$ cat src/rtl/uart_tx_sched.sv
// Round-robin scheduler that multiplexes NUM_REQ byte producers onto one uart_core
// register bus. Optional WAIT_DONE watchdog is built when UART_SCHED_TIMEOUT_EN is defined.
module uart_tx_sched #(
  parameter int unsigned NUM_REQ        = 4,
  parameter logic [23:0] TIMEOUT_CYCLES = 24'd2000000
) (
  input  logic                 clk_i,
  input  logic                 rst_i,
  input  logic [NUM_REQ-1:0]   req_valid_i,
  input  logic [8*NUM_REQ-1:0] req_data_i,
  output logic [NUM_REQ-1:0]   req_ready_o,
  input  logic [15:0]          clks_per_bit_i,
  input  logic                 rx_en_i,
  output logic                 bus_we_o,
  output logic                 bus_ren_o,
  output logic [7:0]           bus_addr_o,
  output logic [31:0]          bus_wdata_o,
  input  logic                 tx_done_i,
  output logic                 busy_o,
  output logic [2:0]           grant_id_o,
  output logic                 err_o
);

  localparam int unsigned IDX_W     = $clog2(NUM_REQ);
  localparam logic [7:0]  ADDR_CTRL = 8'h00;
  localparam logic [7:0]  ADDR_TX   = 8'h04;

  typedef enum logic [2:0] {
    IDLE,
    WR_TX,
    WR_EN,
    WAIT_DONE,
    WR_DIS
  } state_t;

  state_t           state_reg;
  logic [IDX_W-1:0] last_grant_reg;
  logic [IDX_W-1:0] grant_id_reg;
  logic [7:0]       byte_reg;
  logic [15:0]      cpb_reg;

  logic [7:0]       req_byte [NUM_REQ];
  logic [IDX_W:0]   cand;
  logic [IDX_W-1:0] pick_idx;
  logic             pick_valid;
  logic             timeout_hit;

  generate
    for (genvar gi = 0; gi < NUM_REQ; gi++) begin : g_unpack
      assign req_byte[gi] = req_data_i[8*gi +: 8];
    end
  endgenerate

  // Scan downward so the requester nearest to last_grant+1 overwrites the others.
  always_comb begin
    cand       = '0;
    pick_idx   = '0;
    pick_valid = 1'b0;
    for (int i = NUM_REQ; i >= 1; i--) begin
      cand = {1'b0, last_grant_reg} + (IDX_W+1)'(i);
      if (cand >= (IDX_W+1)'(NUM_REQ)) begin
        cand = cand - (IDX_W+1)'(NUM_REQ);
      end
      if (req_valid_i[cand[IDX_W-1:0]]) begin
        pick_idx   = cand[IDX_W-1:0];
        pick_valid = 1'b1;
      end
    end
  end

  assign req_ready_o = (state_reg == IDLE && pick_valid && !rst_i)
                     ? ({{(NUM_REQ-1){1'b0}}, 1'b1} << pick_idx)
                     : '0;

  always_ff @(posedge clk_i) begin
    if (rst_i) begin
      state_reg      <= IDLE;
      last_grant_reg <= IDX_W'(NUM_REQ - 1);
      grant_id_reg   <= '0;
      byte_reg       <= '0;
      cpb_reg        <= 16'd1;
    end else begin
      case (state_reg)
        IDLE: begin
          if (pick_valid) begin
            state_reg      <= WR_TX;
            last_grant_reg <= pick_idx;
            grant_id_reg   <= pick_idx;
            byte_reg       <= req_byte[pick_idx];
            cpb_reg        <= (clks_per_bit_i == 16'd0) ? 16'd1 : clks_per_bit_i;
          end
        end
        WR_TX:     state_reg <= WR_EN;
        WR_EN:     state_reg <= WAIT_DONE;
        WAIT_DONE: begin
          if (tx_done_i || timeout_hit) begin
            state_reg <= WR_DIS;
          end
        end
        WR_DIS:    state_reg <= IDLE;
        default:   state_reg <= IDLE;
      endcase
    end
  end

`ifdef UART_SCHED_TIMEOUT_EN
  logic [23:0] wd_cnt_reg;
  logic        err_reg;

  assign timeout_hit = (state_reg == WAIT_DONE) && (wd_cnt_reg == TIMEOUT_CYCLES - 24'd1);

  always_ff @(posedge clk_i) begin
    if (rst_i) begin
      wd_cnt_reg <= '0;
      err_reg    <= 1'b0;
    end else begin
      if (state_reg == WR_EN) begin
        wd_cnt_reg <= '0;
      end else if (state_reg == WAIT_DONE) begin
        wd_cnt_reg <= wd_cnt_reg + 24'd1;
      end
      // A done arriving on the expiry cycle takes precedence over the error.
      err_reg <= timeout_hit && !tx_done_i;
    end
  end

  assign err_o = err_reg;
`else
  logic unused_timeout_cfg;
  assign unused_timeout_cfg = ^TIMEOUT_CYCLES;
  assign timeout_hit        = 1'b0;
  assign err_o              = 1'b0;
`endif

  always_comb begin
    bus_we_o    = 1'b0;
    bus_addr_o  = 8'h00;
    bus_wdata_o = 32'h0;
    case (state_reg)
      WR_TX: begin
        bus_we_o    = 1'b1;
        bus_addr_o  = ADDR_TX;
        bus_wdata_o = {24'b0, byte_reg};
      end
      WR_EN: begin
        bus_we_o    = 1'b1;
        bus_addr_o  = ADDR_CTRL;
        bus_wdata_o = {13'b0, cpb_reg, 1'b0, rx_en_i, 1'b1};
      end
      WR_DIS: begin
        bus_we_o    = 1'b1;
        bus_addr_o  = ADDR_CTRL;
        bus_wdata_o = {13'b0, cpb_reg, 1'b0, rx_en_i, 1'b0};
      end
      default: ;
    endcase
  end

  assign bus_ren_o  = 1'b0;
  assign busy_o     = (state_reg != IDLE);
  assign grant_id_o = 3'(grant_id_reg);

endmodule

$ cat config.mk
export PLATFORM = sky130hd
export DESIGN_NAME = uart_tx_sched
export DESIGN_NICKNAME = d
export VERILOG_FILES = /design/src/rtl/uart_tx_sched.sv
export SDC_FILE = /design/constraint.sdc
export NUM_CORES = 1
export LEC_CHECK = 0
export BUFFER_PORTS_ARGS = -buffer_cell sky130_fd_sc_hd__buf_2
export CORE_MARGIN = 2
export CORE_UTILIZATION = 46
export CTS_BUF_LIST = sky130_fd_sc_hd__clkbuf_8
export DETAILED_ROUTE_END_ITERATION = 8
export PLACE_DENSITY = 0.93
export SYNTH_ARGS = -nofsm -noshare
export SYNTH_HDL_FRONTEND = slang
export SYNTH_SLANG_ARGS = --single-unit
$ cat constraint.sdc
create_clock -name clk_i -period 2.1 [get_ports clk_i]
set_input_delay 0.42 -clock clk_i [delete_from_list [all_inputs] [get_ports clk_i]]
set_output_delay 0.42 -clock clk_i [all_outputs]
set_load 0.03 [all_outputs]
Word level (Yosys, flattened, before mapping). Cells that the tools add are included.

Bits in registers: 31. Input port bits: 56. Word-level logic and storage cells: 70.

Add/subtract/negate cells: 8. Order comparisons: 9. Eq/ne operators: 6. Shift operators: 1. Multiplexer cells: 31. Bitwise gates (word level): 1. Reduce and logical (&&, ||, !) cells: 9.

Operators by type and width (number): case mux 19 bit (3 select lines) (1); binary-select mux 8 bit (select 2 bit) (1); logical NOT 16 bit (1); 2-to-1 mux 16 bit (1); 2-to-1 mux 2 bit (8); 2-to-1 mux 8 bit (2); greater-or-equal comparator 3 bit (second input constant) (5); < comparator 2 x 3 -> 1 bit (second input constant) (4); case mux 3 bit (4 select lines) (1); 2-to-1 mux 1 bit (9); 2-to-1 mux 3 bit (3); binary-select mux 1 bit (select 2 bit) (4); subtractor 2 x 1 -> 2 bit (second input constant) (4); adder 2 x 2 -> 3 bit (second input constant) (2); equality test 3 x 2 -> 1 bit (second input constant) (2); 2-to-1 mux 4 bit (1); inequality test 2 bit (second input constant) (2); AND reduction 2 bit (2); left shift 1 x 2 -> 4 bit (first input constant) (1); adder 2 x 1 -> 3 bit (second input constant) (1); adder 2 x 3 -> 3 bit (second input constant) (1); equality test 3 x 1 -> 1 bit (second input constant) (1); equality test 3 bit (second input constant) (1); logical NOT 3 bit (1); 5 further kinds (6).

Longest topological paths before layout.
Depth in word-level cells: 13. Gate-level depth with buffers: 7.

Worst setup path before layout. Ideal clock, no wire load.

Path kind: register to output. Start point: reg state_reg[1]. End point: out req_ready_o[0]. Arrival time: 2114 ps. Data required time: 1680 ps. Path slack: -434 ps. Cell stages (with the launch flop): 6. Cells stage by stage: dfxtp_1 buf_4 or3_4 nand2b_1 a21oi_2 nor3b_1.

Cells in the longest elaborated chain, start to end: 4.

Ends and longest elaborated chain: start: declaration (line 36) `state_t state_reg;`; start signal: assignment (line 77) `state_reg <= IDLE;`; start signal: assignment (line 86) `state_reg <= WR_TX;`; start signal: assignment (line 93) `WR_TX: state_reg <= WR_EN;`; logical NOT 3 bit (line 71) `assign req_ready_o = (state_reg == IDLE && pick_valid && !rst_i)`; logical AND 1 bit (2 in series) (line 71); 2-to-1 mux 4 bit (line 72) `? ({{(NUM_REQ-1){1'b0}}, 1'b1} << pick_idx)`; end: declaration (line 11) `output logic [NUM_REQ-1:0] req_ready_o,`.

Every way passes these cells.

Final worst setup path.
Start point: reg state_reg[2]. End point: out req_ready_o[0].

Same word-level chain as after synthesis.

==> metrics <==
number of diodes=0; root buf cell=clkbuf_8; Non-Filler Cell Area, Final=2550 sq um; PD cells=781 nW/um^2; max reg flops=16; Post-route DRC=0; Max Transition Viols Final=0; Final #Nets=385; WS Path Type=reg -> out; DRT Wirelength=5000 um; ratio of cells with drive above 1 in the final layout=37.6%; worst min-delay path category=in -> reg; CTS Buf Count=5; Final Total Pwr=1.99 mW; Rows=23; vias post-DR=1943; first-pass GRT wire length=7470 um; Final min period=2.12 ns; # fillers=334; clk sinks=31; Crit path required time=1.68 ns; Core Area=4000 sq um; Worst Setup SP=state_reg[2]; Final WS setup=-0.0224 ns; Worst-Margin Slew=0.519 ns; WL/cell=13.2 um; Final GP Congestion=0.849; Layout Skew=0.00556 ns; Max-Slew Margin vs Limit=65.3%; CP Launch Type=flop; outcome=finished with violations; grt total ovfl=0; post-synthesis sequential area ratio=32.4%; H-Tree Depth=2; Initial Utilization=47.9%; Syn Area/Cell=8.05 sq um; DRT Pass-1 Iters=4; leading cell types in the layout, fill and taps excluded=79 x buf_2, 45 x nand2_1, 29 x dfxtp_1; initial antenna violation count=0; die height=68.6 um; failing checks=setup timing; vias in the first global route=1645; die width=68.6 um; vias per inst=5.11; VDD IR-drop max=0.418 mV; clock tree buffer depth=2; r2r startpoint=last_grant_reg[1]; Synth cell types=38; Synth async-reset ratio=0%; initial detailed-routing violation count=91; Setup TNS=-0.0287 ns; Final Cycle Share=101%; Fin. Hold Viols=0; RSZ-0062 raised after global routing=true; Post-DP HPWL=3820 um; Post-synth top flop=dfxtp_1; Worst-Skew Late Latency=0.29 ns; max-cap violation count=0; Post-Syn Area=1920 sq um; ANT nets after route=0; Synth-to-Final Area Change=33.0%; largest net degree at the start of global routing=26; Yosys reg bits=31; final setup fails=2; number of flops mapped to enable cells by yosys=0; Post-Synthesis Cells=238; Max Freq=471 MHz; CTS tree=built; Hold Crit Start=clks_per_bit_i[15]; area leader, netlist=dfxtp_1; IO Pins=107; DP Area=2340 sq um; CP Data Arrival Time=1.70 ns; commonest non-fill, non-tap cell in the layout=buf_2; Clock Pin Slew Worst Setup and Hold Paths=0.07 ns; Syn. warnings=0; PortBufs=83; top-area cell type share of the netlist area=32.4%; total global-route track usage=21.3%; endpoint type of the worst setup path=output pin; die area=4700 sq um; static leakage=1.29 nW; crit-path max FO=3; main area contributors after synthesis=dfxtp_1 32%, buf_4 9.8%, nand2_1 8.8%
-- cells by family after synthesis --
kind of cell	count (synthesis)	synth area share (%)
other cells	1	0.196
compound gates	60	23.7
mux	9	4.70
flops	31	32.4
simple gates	96	23.6
buf+inv	40	14.9
xor+xnor	1	0.457
-- final cells by class --
| type | count | area (sq um) | share of cell area, % |
|---|---|---|---|
| multi-input cells | 189 | 1180 | 46.4 |
| flip-flops and latches | 31 | 623 | 24.4 |
| repair buffers | 98 | 549 | 21.5 |
| well taps | 50 | 62.6 | 2.45 |
| clock buffers | 6 | 82.6 | 3.24 |
| inverters | 4 | 15.0 | 0.589 |
| clock inverters | 2 | 35.0 | 1.37 |
-- path summary, 6_finish.rpt --
path / endpoint / slack (ns) / depth (start not counted)
setup / recovery: req_ready_o[0] / -0.02 / 5
hold / removal: cpb_reg[15] / 0.38 / 3
setup reg to reg: byte_reg[7] / 0.35 / 6
hold reg to reg: cpb_reg[14] / 0.45 / 2
-- stage by stage --
step / utilization, % / setup WS, ns / hold WS [ns] / cells
5_1_grt: 63.7 / -0.0920 / 0.379 / 380
3_5_place_dp: 58.4 / 0.0326 / 0.443 / 370
4_1_cts: 63.2 / -0.0311 / 0.374 / 380
6_report: 63.7 / -0.0224 / 0.378 / 380
2_1_floorplan: - / -0.119 / 0.432 / 260
3_3_place_gp: 58.4 / 0.0690 / 0.438 / 370
-- metal layers --
metal | GRT usage, % | wire length, um | up-vias
met1 | 24.9 | 1970 | 859
met4 | 8.75 | 76 | 0
met3 | 4.87 | 364 | 10
met2 | 37.3 | 2590 | 107
li1 | - | - | 967
met5 | 0 | 0 | -
-- power breakdown --
| part | switching [mW] | total (mW) | internal (mW) |
|---|---|---|---|
| clock | 0.220 | 0.603 | 0.383 |
| combinational | 0.419 | 0.679 | 0.260 |
| sequential | 0.0479 | 0.708 | 0.660 |
-- critical path, cell delays in order, from the launching register on --
cell	delay, ns
dfxtp_1	0.31
or3_4	0.42
nand2b_4	0.17
a21oi_4	0.14
nor3b_4	0.22
buf_6	0.16
-- cells in the mapped netlist, types with 2 or more instances --
master / number
nand2_1: 45
buf_4: 25
o21bai_1: 9
nand2b_1: 3
dfxtp_1: 31
a221oi_1: 8
nand3_1: 2
a211oi_1: 8
inv_1: 4
nor4_1: 3
a21oi_1: 18
mux2i_1: 9
buf_2: 2
nor3b_1: 3
a22o_1: 7
clkbuf_1: 6
nor2_1: 18
and2_1: 13
nor3_1: 4
buf_12: 2
-- timing repair --
| action | 4_1_cts | 5_1_grt |
|---|---|---|
| setup endpoints to repair | 4 | 5 |
| resized for setup | 13 | 5 |
| pin swaps | 1 | 0 |
| setup buffers | 2 | 0 |
| hold buffers | 0 | 0 |
(Power assumes the default switching activity.)
